**config.mk**
```make
export PLATFORM = sky130hd
export DESIGN_NAME = floor_request_scheduler
export DESIGN_NICKNAME = d
export VERILOG_FILES = /design/src/rtl/elevator_pkg.sv /design/src/rtl/nearest_floor_sel.sv /design/src/rtl/floor_request_scheduler.sv
export SDC_FILE = /design/constraint.sdc
export NUM_CORES = 1
export LEC_CHECK = 0
export ABC_AREA = 1
export BUFFER_PORTS_ARGS = -buffer_cell sky130_fd_sc_hd__buf_2
export CAP_MARGIN = 25
export CORE_MARGIN = 5
export CORE_UTILIZATION = 25
export CTS_CLUSTER_DIAMETER = 60
export DETAILED_ROUTE_END_ITERATION = 10
export PLACE_DENSITY = 0.43
export SLEW_MARGIN = 15
export SYNTH_ARGS = -nofsm -noshare
export SYNTH_HDL_FRONTEND = slang
export SYNTH_SLANG_ARGS = --single-unit
```
**constraint.sdc**
```tcl
create_clock -name clk -period 2.43 [get_ports clk]
set_clock_uncertainty 0.1 [all_clocks]
set_input_delay 0.243 -clock clk [delete_from_list [all_inputs] [get_ports clk]]
set_output_delay 0.243 -clock clk [all_outputs]
set_load 0.03 [all_outputs]
```
**src/rtl/elevator_pkg.sv**
```systemverilog
// Shared defaults and scheduler state encoding for the elevator request path.
package elevator_pkg;

  localparam int unsigned NUM_FLOORS = 4;
  localparam int unsigned FLOOR_W    = 2;

  typedef enum logic [1:0] {
    IDLE,
    SELECT,
    OFFER,
    WAIT_ARRIVE
  } sched_state_e;

endpackage

```
**src/rtl/nearest_floor_sel.sv**
```systemverilog
// Finds the nearest pending floor strictly above and strictly below the current floor.
module nearest_floor_sel #(
  parameter int unsigned NUM_FLOORS = 4,
  parameter int unsigned FLOOR_W    = 2
) (
  input  logic [NUM_FLOORS-1:0] pending,
  input  logic [FLOOR_W-1:0]    cur_floor,
  output logic                  found_above,
  output logic [FLOOR_W-1:0]    idx_above,
  output logic                  found_below,
  output logic [FLOOR_W-1:0]    idx_below
);

  // Scan away from the car so the last hit is the closest one.
  always_comb begin
    found_above = 1'b0;
    idx_above   = '0;
    for (int i = NUM_FLOORS - 1; i >= 0; i--) begin
      if (pending[i] && (FLOOR_W'(i) > cur_floor)) begin
        found_above = 1'b1;
        idx_above   = FLOOR_W'(i);
      end
    end
  end

  always_comb begin
    found_below = 1'b0;
    idx_below   = '0;
    for (int i = 0; i < NUM_FLOORS; i++) begin
      if (pending[i] && (FLOOR_W'(i) < cur_floor)) begin
        found_below = 1'b1;
        idx_below   = FLOOR_W'(i);
      end
    end
  end

endmodule

```
**src/rtl/floor_request_scheduler.sv**
```systemverilog
// SCAN request scheduler: latches floor requests, picks the next target and offers it
// to the motion FSM, with a watchdog on arrival.
module floor_request_scheduler
  import elevator_pkg::*;
#(
  parameter int unsigned NUM_FLOORS  = elevator_pkg::NUM_FLOORS,
  parameter int unsigned FLOOR_W     = elevator_pkg::FLOOR_W,
  parameter int unsigned TIMEOUT_CYC = 1024
) (
  input  logic                  clk,
  input  logic                  reset,
  input  logic [NUM_FLOORS-1:0] cab_req,
  input  logic [NUM_FLOORS-1:0] hall_req,
  input  logic [FLOOR_W-1:0]    actual_stage,
  input  logic                  arrive,
  input  logic                  target_ready,
  output logic                  target_valid,
  output logic [FLOOR_W-1:0]    target_stage,
  output logic                  dir_up,
  output logic [NUM_FLOORS-1:0] pending,
  output logic                  idle,
  output logic                  fault
);

  localparam int unsigned CNT_W = (TIMEOUT_CYC > 2) ? $clog2(TIMEOUT_CYC) : 1;
  localparam logic [CNT_W-1:0] CNT_LAST = CNT_W'(TIMEOUT_CYC - 1);

  sched_state_e          state;
  logic [CNT_W-1:0]      wd_cnt;
  logic [NUM_FLOORS-1:0] pending_d;

  logic                  found_above, found_below;
  logic [FLOOR_W-1:0]    idx_above, idx_below;
  logic                  sel_found, sel_flip;
  logic [FLOOR_W-1:0]    sel_idx;

  // Arrival clears a floor even if its button is still held in the same cycle.
  always_comb begin
    pending_d = pending;
    for (int i = 0; i < NUM_FLOORS; i++) begin
      if (arrive && (actual_stage == FLOOR_W'(i))) begin
        pending_d[i] = 1'b0;
      end else if (cab_req[i] || hall_req[i]) begin
        pending_d[i] = 1'b1;
      end
    end
  end

  always_ff @(posedge clk) begin
    if (reset) begin
      pending <= '0;
    end else begin
      pending <= pending_d;
    end
  end

  nearest_floor_sel #(
    .NUM_FLOORS (NUM_FLOORS),
    .FLOOR_W    (FLOOR_W)
  ) u_sel (
    .pending     (pending),
    .cur_floor   (actual_stage),
    .found_above (found_above),
    .idx_above   (idx_above),
    .found_below (found_below),
    .idx_below   (idx_below)
  );

  // Keep sweeping in the current direction; reverse only when nothing lies ahead.
  always_comb begin
    sel_found = 1'b1;
    sel_flip  = 1'b0;
    sel_idx   = actual_stage;
    if (dir_up && found_above) begin
      sel_idx = idx_above;
    end else if (!dir_up && found_below) begin
      sel_idx = idx_below;
    end else if (found_above || found_below) begin
      sel_flip = 1'b1;
      sel_idx  = found_above ? idx_above : idx_below;
    end else begin
      sel_found = pending[actual_stage];
    end
  end

  always_ff @(posedge clk) begin
    if (reset) begin
      state        <= IDLE;
      target_stage <= '0;
      target_valid <= 1'b0;
      dir_up       <= 1'b1;
      idle         <= 1'b1;
      fault        <= 1'b0;
      wd_cnt       <= '0;
    end else begin
      unique case (state)
        IDLE: begin
          if (pending != '0) begin
            state <= SELECT;
            idle  <= 1'b0;
          end
        end
        SELECT: begin
          if (sel_found) begin
            target_stage <= sel_idx;
            target_valid <= 1'b1;
            if (sel_flip) dir_up <= ~dir_up;
            state <= OFFER;
          end else begin
            // Requests can vanish via off-target arrivals; fall back to idle.
            state <= IDLE;
            idle  <= 1'b1;
          end
        end
        OFFER: begin
          if (target_ready) begin
            target_valid <= 1'b0;
            wd_cnt       <= '0;
            state        <= WAIT_ARRIVE;
          end
        end
        WAIT_ARRIVE: begin
          if (arrive && (actual_stage == target_stage)) begin
            if (pending_d != '0) begin
              state <= SELECT;
            end else begin
              state <= IDLE;
              idle  <= 1'b1;
            end
          end else if (wd_cnt == CNT_LAST) begin
            fault <= 1'b1;
            state <= SELECT;
          end else begin
            wd_cnt <= wd_cnt + 1'b1;
          end
        end
        default: begin
          state <= IDLE;
          idle  <= 1'b1;
        end
      endcase
    end
  end

endmodule
```
==> impl_metrics.json, run 1 <==
{
  "outcome": "finished, final reports clean",
  "top_layer_used": "met4",
  "wl_met1_mm": 1.96,
  "synth_cells": 238,
  "maxCapViolations": 0,
  "synth.top_cell.area_share": 0.306,
  "drt_iter0_drc": 68,
  "clkLatencyLatePin_ps": 270,
  "synthMuxAreaShare": 0,
  "netlist_area_mm2": 0.00144,
  "dp_slack_ps": 552,
  "utilization": 0.304,
  "synth_seq_cells": 22,
  "cp-start-kind": "flip-flop",
  "synth_area_leaders": "dfxtp_1 31%, nand2_1 20%, nand3_1 8.0%",
  "ctsRootBufferMaster": "clkbuf_8",
  "ys_warn_count": 0,
  "vias": 1469,
  "ys_seq_area_frac": 0.306,
  "cts_tree": "built",
  "finalHoldViolations": 0,
  "drt_wl_total_mm": 3.82,
  "synth_xor_area_frac": 0.0182,
  "dieHeight_um": 85.9,
  "worst_slew_pin_slew_ps": 304,
  "synthToLayoutAreaGrowth_pct": 16.9,
  "syn_nets": 253,
  "ant_nets": 0,
  "worst-path-buf-inv": 1,
  "max_stage_delay_ps": 430,
  "drv_slew": 0,
  "clk_path_buf_depth": 2,
  "layout-drive-gt1-share": 0.157,
  "max_freq_ghz": 0.537,
  "synth_compound_area_frac": 0.105,
  "min_path_type": "in -> reg",
  "nets": 277,
  "crit_path_end_kind": "flip-flop",
  "leakage_nw": 0.777,
  "initial_core_util": 0.260,
  "antenna_found_initial": 0,
  "hold_buffers": 0,
  "rr_worst_depth": 10,
  "whs_path_depth": 5,
  "synth_top_family_by_area": "simple AND/OR/NAND/NOR gates",
  "max-vdd-ir-drop_mv": 0.269,
  "drc": 0,
  "grt_setup_unrepaired": "false",
  "wl_met3_um": 184,
  "row_count": 27,
  "diodes": 0,
  "min_period_over_period": 0.766,
  "crit_family": "simple AND/OR/NAND/NOR gates",
  "drt-wirelength-per-cell_um": 11.5,
  "dr_wl_met2_mm": 1.58,
  "post_drt_via_cell_ratio": 4.41,
  "crit_type": "reg -> reg",
  "grt-ovfl-total": 0,
  "drt_pre_antenna_iters": 4,
  "worstPathRequired_ps": 2500,
  "setup_tns_ps": 0,
  "startpoint": "wd_cnt[0]$_SDFFE_PP0P_",
  "rrSetupSlack_ps": 570,
  "dp_hpwl_mm": 3.01,
  "reg2reg_to": "wd_cnt[1]$_SDFFE_PP0P_",
  "numCtsBuffers": 3,
  "gp_congestion": 0.777,
  "synthAdderAreaFrac": 0.00869,
  "pin_count": 24,
  "finalSetupViolations": 0,
  "coreArea_mm2": 0.00554,
  "cp.arrival_ps": 1930,
  "grt_usage": 0.111,
  "path_max_fanout": 12,
  "post_cts_resized": 0,
  "fin_total_pwr_mw": 1.05,
  "r2r-start": "wd_cnt[0]$_SDFFE_PP0P_",
  "cts_setup_buffers": 0,
  "path_cells": "ha_1, nand3_2, nor2_4, nand2_2, nand2_2, nand2_2, nand2_2, inv_1, nor2_1, nor3_2",
  "slew_headroom": 0.797,
  "clkTransAtPathRegs_ps": 90,
  "cts_max_level": 1,
  "p_per_area_mw_per_mm2": 622,
  "synth.avg_cell_area_um2": 6.05,
  "synth_simple_gate_area_frac": 0.457,
  "grt_pass1_wl_mm": 6.51,
  "grt_max_degree": 16,
  "min_from": "cab_req[3]",
  "min_to": "pending[3]$_SDFF_PP0_",
  "cts_sinks": 22,
  "dieArea_mm2": 0.00738,
  "synth_top_area_cell": "dfxtp_1",
  "cpMostUsedCell": "nand2_2",
  "grt_pass1_vias": 1404,
  "die_x_um": 85.9,
  "io_buffer_count": 23,
  "crit_slowest_cell": "dfxtp_1",
  "synthDistinctLibCells": 29,
  "period_needed_ps": 1860,
  "post-route-worst-setup-slack_ps": 569
}
cell usage after synthesis:
cell and n:
ha_1 1, nand2_2 5, nand3_2 1, o21ai_1 1
clkinv_2 1, or2_2 1, a21boi_0 1, nand3_1 23
nand3b_1 1, o211ai_1 3, nand4_1 7, xor2_1 3
nor2_2 1, a21boi_1 1, a21oi_2 1, inv_1 28
buf_4 1, nor2_1 30, nor2_4 1, inv_2 2
nor3_2 1, nor3_1 3, a21oi_1 13, clkbuf_1 1
o21bai_1 2, buf_6 2, dfxtp_1 22, o21ai_0 4
nand2_1 77
tightest hold or removal path: cells and delay by family:
| family | cells | cell delay [ps] |
|---|---|---|
| buf+inv | 1 | 70 |
| simple gates | 4 | 200 |
worst max-delay path by stage:
stage	end	slack, ps	cells past startpoint
floorplan	wd_cnt[1]$_SDFFE_PP0P_	900	10
global placement	wd_cnt[1]$_SDFFE_PP0P_	580	10
detailed placement	wd_cnt[1]$_SDFFE_PP0P_	550	10
CTS	wd_cnt[1]$_SDFFE_PP0P_	540	10
global route	wd_cnt[1]$_SDFFE_PP0P_	340	10
finish	wd_cnt[1]$_SDFFE_PP0P_	570	10
through the flow:
step | hold slack (ps) | cells | area [µm²]
6_report | 183 | 333 | 1680
5_1_grt | 193 | 333 | 1680
4_1_cts | 183 | 333 | 1680
3_5_place_dp | 353 | 329 | 1610
3_3_place_gp | 341 | 329 | 1610
2_1_floorplan | 212 | 238 | 1440
layout by cell type (no fill, tap or decap), types with 2 or more instances in the layout:
cell      instances
o21ai_0           4
nand3_1          23
inv_1            28
nand4_1           7
nor2_1           30
nand2_1          77
o21bai_1          2
clkbuf_8          3
nor3_1            3
xor2_1            3
nand2_2           5
a21oi_1          13
buf_2            23
o211ai_1          3
dfxtp_1          22
inv_2             2
routing by layer:
layer | up-vias | track usage
met5 | - | 0
met4 | 0 | 0.0489
met3 | 7 | 0.0240
met2 | 32 | 0.160
met1 | 629 | 0.155
li1 | 801 | -
flip-flops by register name (all words and copies together) (netlist names), named ones only:
signal / flops
dir_up: 1
fault: 1
idle: 1
pending: 4
state: 1
target_stage: 2
target_valid: 1
wd_cnt: 10
cell type report:
class                           count  area (µm²)
Inverter                           31         118
Fill cell                         662        3860
Clock inverter                      1        30.0
Clock buffer                        3        41.3
Timing Repair Buffer               23         115
Sequential cell                    22         440
Tap cell                           72        90.1
Multi-Input combinational cell    181         848
where the power goes:
group | switching (mW) | leakage, nW | internal [mW]
Clock | 0.138 | 0.0357 | 0.221
Sequential | 0.0363 | 0.180 | 0.391
Combinational | 0.177 | 0.561 | 0.0830
logic make-up after synthesis:
family                   Yosys count
adder cells (fa/ha/maj)            1
AO/OA/AOI/OAI                     26
flip-flops                        22
buffers and inverters             35
XOR/XNOR                           3
AND/OR/NAND/NOR                  151
Power figures use the tool's default switching activity.
==> run 2, diff against run 1 <==
Settings changed: ABC_AREA 1 to 0.
Clock period 2.43 ns to 1.8 ns, I/O delays scaled along.
==> run 2 against run 1 <==
  * Sequential share of layout area up 0.86 points
  * Hold slack worse by 96 ps
  * Worst setup slack got worse by 470 ps
  * Critical path depth is 4 lower
  * Design area is 3.2% lower
  * Clock power barely moved
  * Core utilization increased by 1.9 points
  * Largest power group unchanged
==> impl_metrics.json, run 2 <==
{
  "synth_cells": 164,
  "ys_warn_count": 0,
  "synth_seq_cells": 22,
  "io_buffer_count": 23,
  "drc": 0,
  "coreArea_mm2": 0.00504,
  "setup_tns_ps": 0,
  "layout_common_cells": "23 x buf_2, 22 x dfxtp_1, 20 x nor2_1",
  "ys_seq_area_frac": 0.342,
  "nets": 213,
  "synthToLayoutAreaGrowth_pct": 26.7,
  "path_cells": "ha_1, and3_4, a41oi_4, nand4_1, or3_1, a21oi_1",
  "period_needed_ps": 1700,
  "worst-path-buf-inv": 0,
  "drt_wl_total_mm": 3.59,
  "yosys.cell_count.top_type": "dfxtp_1",
  "leakage_nw": 0.647,
  "crit_family": "simple AND/OR/NAND/NOR gates",
  "pin_count": 24,
  "row_count": 26,
  "clkLatencyLatePin_ps": 260,
  "maxCapViolations": 0,
  "dieHeight_um": 81.7,
  "clkPwrFrac": 0.272,
  "finalSetupViolations": 0,
  "rr_worst_depth": 6,
  "crit_slowest_cell": "or3_1",
  "diodes": 0,
  "clk_path_buf_depth": 2,
  "cts_max_level": 1,
  "grt_pass1_wl_mm": 6.17,
  "drt_pre_antenna_iters": 4,
  "max_flop_register": "wd_cnt",
  "cts_tree": "built",
  "max_freq_ghz": 0.589,
  "worstPathRequired_ps": 1900,
  "cp-start-kind": "flip-flop",
  "combPwrFrac": 0.299,
  "grt_usage": 0.115,
  "ant_nets": 0,
  "clkTransAtPathRegs_ps": 90,
  "outcome": "finished, final reports clean",
  "seq_power_share": 0.429,
  "numCtsBuffers": 3,
  "ctsRootBufferMaster": "clkbuf_8",
  "hold_slack_ps": 86.8,
  "min_period_over_period": 0.944,
  "gp_congestion": 0.810,
  "initial_core_util": 0.255,
  "whs_path_depth": 3,
  "synth_area_leaders": "dfxtp_1 34%, nor2_1 5.8%, o21ai_0 4.7%",
  "synth_top_area_cell": "dfxtp_1",
  "max-vdd-ir-drop_mv": 0.259,
  "layout-drive-gt1-share": 0.254,
  "hold_buffers": 0,
  "synth.top_cell.area_share": 0.342,
  "grt-ovfl-total": 0,
  "crit_path_end_kind": "flip-flop",
  "drt-wirelength-per-cell_um": 13.4,
  "drv_slew": 0,
  "drt_iter0_drc": 50,
  "worst_slew_pin_slew_ps": 387,
  "fin_total_pwr_mw": 1.33,
  "dieArea_mm2": 0.00668,
  "synthDistinctLibCells": 50,
  "grt_max_degree": 16,
  "synth.avg_cell_area_um2": 7.84,
  "post_drt_via_cell_ratio": 4.96,
  "netlist_area_mm2": 0.00129,
  "vias": 1324,
  "grt_setup_unrepaired": "false",
  "path_max_fanout": 4,
  "fill_cells": 555,
  "cp.arrival_ps": 1800,
  "min_path_type": "in -> reg",
  "die_x_um": 81.7,
  "finalHoldViolations": 0,
  "crit_type": "reg -> reg",
  "slew_headroom": 0.740,
  "layout_commonest_cell": "buf_2",
  "largest_reg_flops": 10,
  "p_int_mw": 0.882,
  "cp.depth": 6,
  "synthFlopType": "dfxtp_1",
  "switching_power_mw": 0.450,
  "synthTopCellsByCount": "22 x dfxtp_1, 20 x nor2_1, 12 x o21ai_0",
  "p_per_area_mw_per_mm2": 817,
  "synthArstFlopShare": 0,
  "top_regs": "wd_cnt: 10 flops, pending: 4 flops, target_stage: 2 flops",
  "dp_hpwl_mm": 2.79,
  "max_stage_delay_ps": 330,
  "sw_frac_of_total": 0.338,
  "grt_pass1_vias": 1387,
  "cts_sinks": 22,
  "syn_nets": 179,
  "synth_edf_count": 0,
  "antenna_found_initial": 0
}
run 2: path summary, 6_finish.rpt:
| kind | slack [ps] | end | startpoint |
|---|---|---|---|
| worst max-delay path | 100 | wd_cnt[5]$_SDFFE_PP0P_ | wd_cnt[0]$_SDFFE_PP0P_ |
| worst min-delay path | 90 | pending[2]$_SDFF_PP0_ | cab_req[2] |
| worst max register to register | 100 | wd_cnt[5]$_SDFFE_PP0P_ | wd_cnt[0]$_SDFFE_PP0P_ |
| worst min register to register | 370 | fault$_SDFFE_PP0P_ | fault$_SDFFE_PP0P_ |
run 2: worst reg2reg max path: cells and delay by family, from the launching register on:
family                     cells  cell delay (ps)
DFF                            1              320
adders and majority gates      1              210
and+or+nand+nor                3              710
AOI/OAI and AO/OA              2              290
run 2: power by group through the flow:
stage | logic, mW | clock network [mW] | registers, mW
3_5_place_dp | 0.390 | 0 | 0.584
4_1_cts | 0.396 | 0.378 | 0.574
2_1_floorplan | 0.213 | 0 | 0.623
3_3_place_gp | 0.388 | 0 | 0.583
5_1_grt | 0.441 | 0.395 | 0.580
6_report | 0.398 | 0.362 | 0.571
run 2: area by class of cell:
type	count	area, µm²	area share
timing repair buffer	37	220	0.135
multi-input combinational	127	800	0.491
clock buffer	4	55.1	0.0338
tap	70	87.6	0.0538
sequential	22	440	0.270
inverter	7	26.3	0.0161
run 2: layer usage:
| layer | GRT usage | vias to the layer above | part of all wire |
|---|---|---|---|
| met5 | 0 | - | 0 |
| met3 | 0.0241 | 4 | 0.035 |
| met4 | 0.0365 | 0 | 0.0086 |
| met1 | 0.141 | 625 | 0.45 |
| li1 | - | 669 | - |
| met2 | 0.199 | 26 | 0.51 |
run 2: what timing repair did:
action / 4_1_cts / 5_1_grt
resized for setup: 1 / 1
setup endpoints to repair: 1 / 3
pin swaps: 1 / 2
setup buffers: 0 / 1
run 2: cell families (layout without fill, tap and decap cells):
logic type	count (synthesis)	count (layout)	synth area share
xor+xnor	6	6	0.0409
buf+inv	15	48	0.0486
simple gates	66	66	0.272
compound gates	53	53	0.278
mux	1	1	0.00778
fa+ha+maj	1	1	0.00973
flops	22	22	0.342
run 2: per-stage QoR:
stage | util | area [µm²] | cells | worst slack (ps)
floorplan | - | 1290 | 164 | 63.4
global placement | 0.307 | 1550 | 262 | 61.8
detailed placement | 0.307 | 1550 | 262 | 12.8
CTS | 0.321 | 1620 | 266 | 2.11
global route | 0.323 | 1630 | 267 | 17.9
finish | 0.323 | 1630 | 267 | 102
==> run 3, diff against run 2 <==
Settings changed: CAP_MARGIN 25 to 20, HOLD_SLACK_MARGIN from default to 0.08, SYNTH_HIERARCHICAL from default to 1.
==> run 3 against run 2 <==
  * The flow now finishes with violations (setup timing)
  * Via count fell by 3.1%
  * Wire length shrank 5.4%
  * Clock power increased by 2%
  * Synthesized area shrank 5.4%
  * Design area grew 11%
  * Core utilization up 6.0 points
  * Hold slack improved by 1.8 ps
  * Total power grew 1.3%
  * Largest cell class unchanged
  * Largest power group unchanged
  * Highest routed layer unchanged
==> impl_metrics.json, run 3 <==
{
  "outcome": "finished, violations left",
  "violations": "setup timing",
  "clk_path_buf_depth": 2,
  "synthTopCellsByCount": "22 x dfxtp_1, 14 x a21oi_1, 14 x nand2_1",
  "fill_cells": 502,
  "ctsRootBufferMaster": "clkbuf_8",
  "rr_worst_depth": 7,
  "worst_slew_pin_slew_ps": 285,
  "cts_max_level": 1,
  "worstPathRequired_ps": 1910,
  "max-vdd-ir-drop_mv": 0.395,
  "min_path_type": "in -> reg",
  "syn_nets": 162,
  "crit_slowest_cell": "or3_1",
  "gp_congestion": 0.842,
  "reg2reg_to": "wd_cnt[6]$_SDFFE_PP0P_",
  "pin_count": 24,
  "cts_tree": "built",
  "setup_tns_ps": -652,
  "synth_area_leaders": "dfxtp_1 36%, a21oi_1 5.8%, nand2_1 4.3%",
  "hold_slack_ps": 88.6,
  "nets": 218,
  "die_x_um": 79.8,
  "dp_slack_ps": -131,
  "dp.cells": 262,
  "grt_usage": 0.108,
  "initial_core_util": 0.258,
  "final_cells": 269,
  "synthDistinctLibCells": 47,
  "ant_nets": 0,
  "grt_max_degree": 16,
  "max_flop_register": "wd_cnt",
  "cts_sinks": 22,
  "synthFlopType": "dfxtp_1",
  "layout-drive-gt1-share": 0.460,
  "drt-wirelength-per-cell_um": 12.6,
  "fin_area_mm2": 0.00181,
  "antenna_found_initial": 0,
  "ys_warn_count": 6,
  "synth_seq_cells": 22,
  "numCtsBuffers": 3,
  "clkLatencyLatePin_ps": 270,
  "synth_edf_count": 0,
  "synth_top_area_cell": "dfxtp_1",
  "finalHoldViolations": 0,
  "path_cells": "ha_4, and3_4, and4_4, o31a_1, buf_6, or3_1, a21oi_2",
  "grt_pass1_vias": 1264,
  "synth.top_cell.area_share": 0.362,
  "max_stage_delay_ps": 360,
  "synthToLayoutAreaGrowth_pct": 48.8,
  "cp.arrival_ps": 2020,
  "min_period_over_period": 1.07,
  "dieHeight_um": 79.8,
  "period_needed_ps": 1920,
  "place_area_mm2": 0.00164,
  "netlist_area_mm2": 0.00122,
  "synthArstFlopShare": 0,
  "row_count": 25,
  "finalSetupViolations": 8,
  "dp_hpwl_mm": 2.59,
  "ys_seq_area_frac": 0.362,
  "drt_iter0_drc": 29,
  "yosys.cell_count.top_type": "dfxtp_1",
  "path_max_fanout": 8,
  "maxCapViolations": 0,
  "grt_setup_unrepaired": "true",
  "post-route-worst-setup-slack_ps": -119,
  "diodes": 0,
  "io_buffer_count": 23,
  "p_per_area_mw_per_mm2": 745,
  "max_freq_ghz": 0.521,
  "largest_reg_flops": 10,
  "post_drt_via_cell_ratio": 4.77,
  "drv_slew": 0,
  "crit_type": "reg -> reg",
  "cp-start-kind": "flip-flop",
  "layout_commonest_cell": "buf_4",
  "layout_common_cells": "31 x buf_4, 23 x buf_2, 14 x nand2_1",
  "rrSetupSlack_ps": -120,
  "utilization": 0.384,
  "min_to": "pending[0]$_SDFF_PP0_",
  "coreArea_mm2": 0.00472,
  "grt-ovfl-total": 0,
  "top_regs": "wd_cnt: 10 flops, pending: 4 flops, target_stage: 2 flops",
  "grt_pass1_wl_mm": 5.52,
  "drc": 0,
  "r2r-start": "wd_cnt[1]$_SDFFE_PP0P_",
  "drt_wl_total_mm": 3.39,
  "vias": 1283,
  "slew_headroom": 0.810,
  "whs_path_depth": 3,
  "crit_path_end_kind": "flip-flop",
  "synth_cells": 147,
  "drt_pre_antenna_iters": 4,
  "min_from": "hall_req[0]",
  "fin_total_pwr_mw": 1.35,
  "synth.avg_cell_area_um2": 8.28,
  "leakage_nw": 0.728,
  "clkTransAtPathRegs_ps": 90,
  "dieArea_mm2": 0.00637
}
## run 3: timing repair
| item | 4_1_cts | 5_1_grt |
|---|---|---|
| pin swaps | 2 | 11 |
| buffers inserted | 0 | 2 |
| setup endpoints to repair | 13 | 14 |
| hold endpoints to repair | 1 | 0 |
| gates resized for setup | 7 | 21 |
| hold buffers | 1 | 0 |
## run 3: worst max-delay path by stage
stage,depth (start not counted),slack (ps),from,end
4_1_cts,6,-140,wd_cnt[1]$_SDFFE_PP0P_,wd_cnt[9]$_SDFFE_PP0P_
2_1_floorplan,6,-40,wd_cnt[0]$_SDFFE_PP0P_,wd_cnt[9]$_SDFFE_PP0P_
6_report,7,-120,wd_cnt[1]$_SDFFE_PP0P_,wd_cnt[6]$_SDFFE_PP0P_
3_3_place_gp,7,-90,wd_cnt[1]$_SDFFE_PP0P_,wd_cnt[8]$_SDFFE_PP0P_
5_1_grt,7,-220,wd_cnt[1]$_SDFFE_PP0P_,wd_cnt[4]$_SDFFE_PP0P_
3_5_place_dp,7,-130,wd_cnt[1]$_SDFFE_PP0P_,wd_cnt[6]$_SDFFE_PP0P_
## run 3: cell type report
cell class                      instances  area [µm²]  share of cell area
Multi-Input combinational cell        116         822               0.454
Sequential cell                        22         459               0.253
Tap cell                               67        83.8              0.0463
Inverter                                3        11.3             0.00622
Clock buffer                            4        55.1              0.0304
Timing Repair Buffer                   57         380               0.210
## run 3: cell families after synthesis
kind of cell,share of synthesized area
flops,0.362
mux,0.0452
buf+inv,0.0360
xor+xnor,0.0216
simple gates,0.317
fa+ha+maj,0.0103
compound gates,0.209
## run 3: power by group
group          leakage, nW  internal (mW)  total [mW]  switching (mW)
sequential           0.184          0.527       0.568          0.0407
clock               0.0288          0.195       0.369           0.173
combinational        0.516          0.195       0.412           0.217
total                0.728          0.918        1.35           0.431
## run 3: critical path: cells and delay by family, from the launching register on
kind,cells,cell delay [ps]
AO/OA/AOI/OAI,2,460
adder cells (fa/ha/maj),1,150
buffers and inverters,1,160
flip-flops,1,340
AND/OR/NAND/NOR,3,640
## run 3: layer usage
| metal | wire [µm] | global-route usage | vias up | part of all wire |
|---|---|---|---|---|
| li1 | - | - | 657 | - |
| met1 | 1510 | 0.122 | 607 | 0.44 |
| met2 | 1740 | 0.200 | 17 | 0.51 |
| met3 | 120 | 0.0271 | 2 | 0.035 |
| met4 | 26 | 0.0304 | 0 | 0.0077 |
| met5 | 0 | 0 | - | 0 |
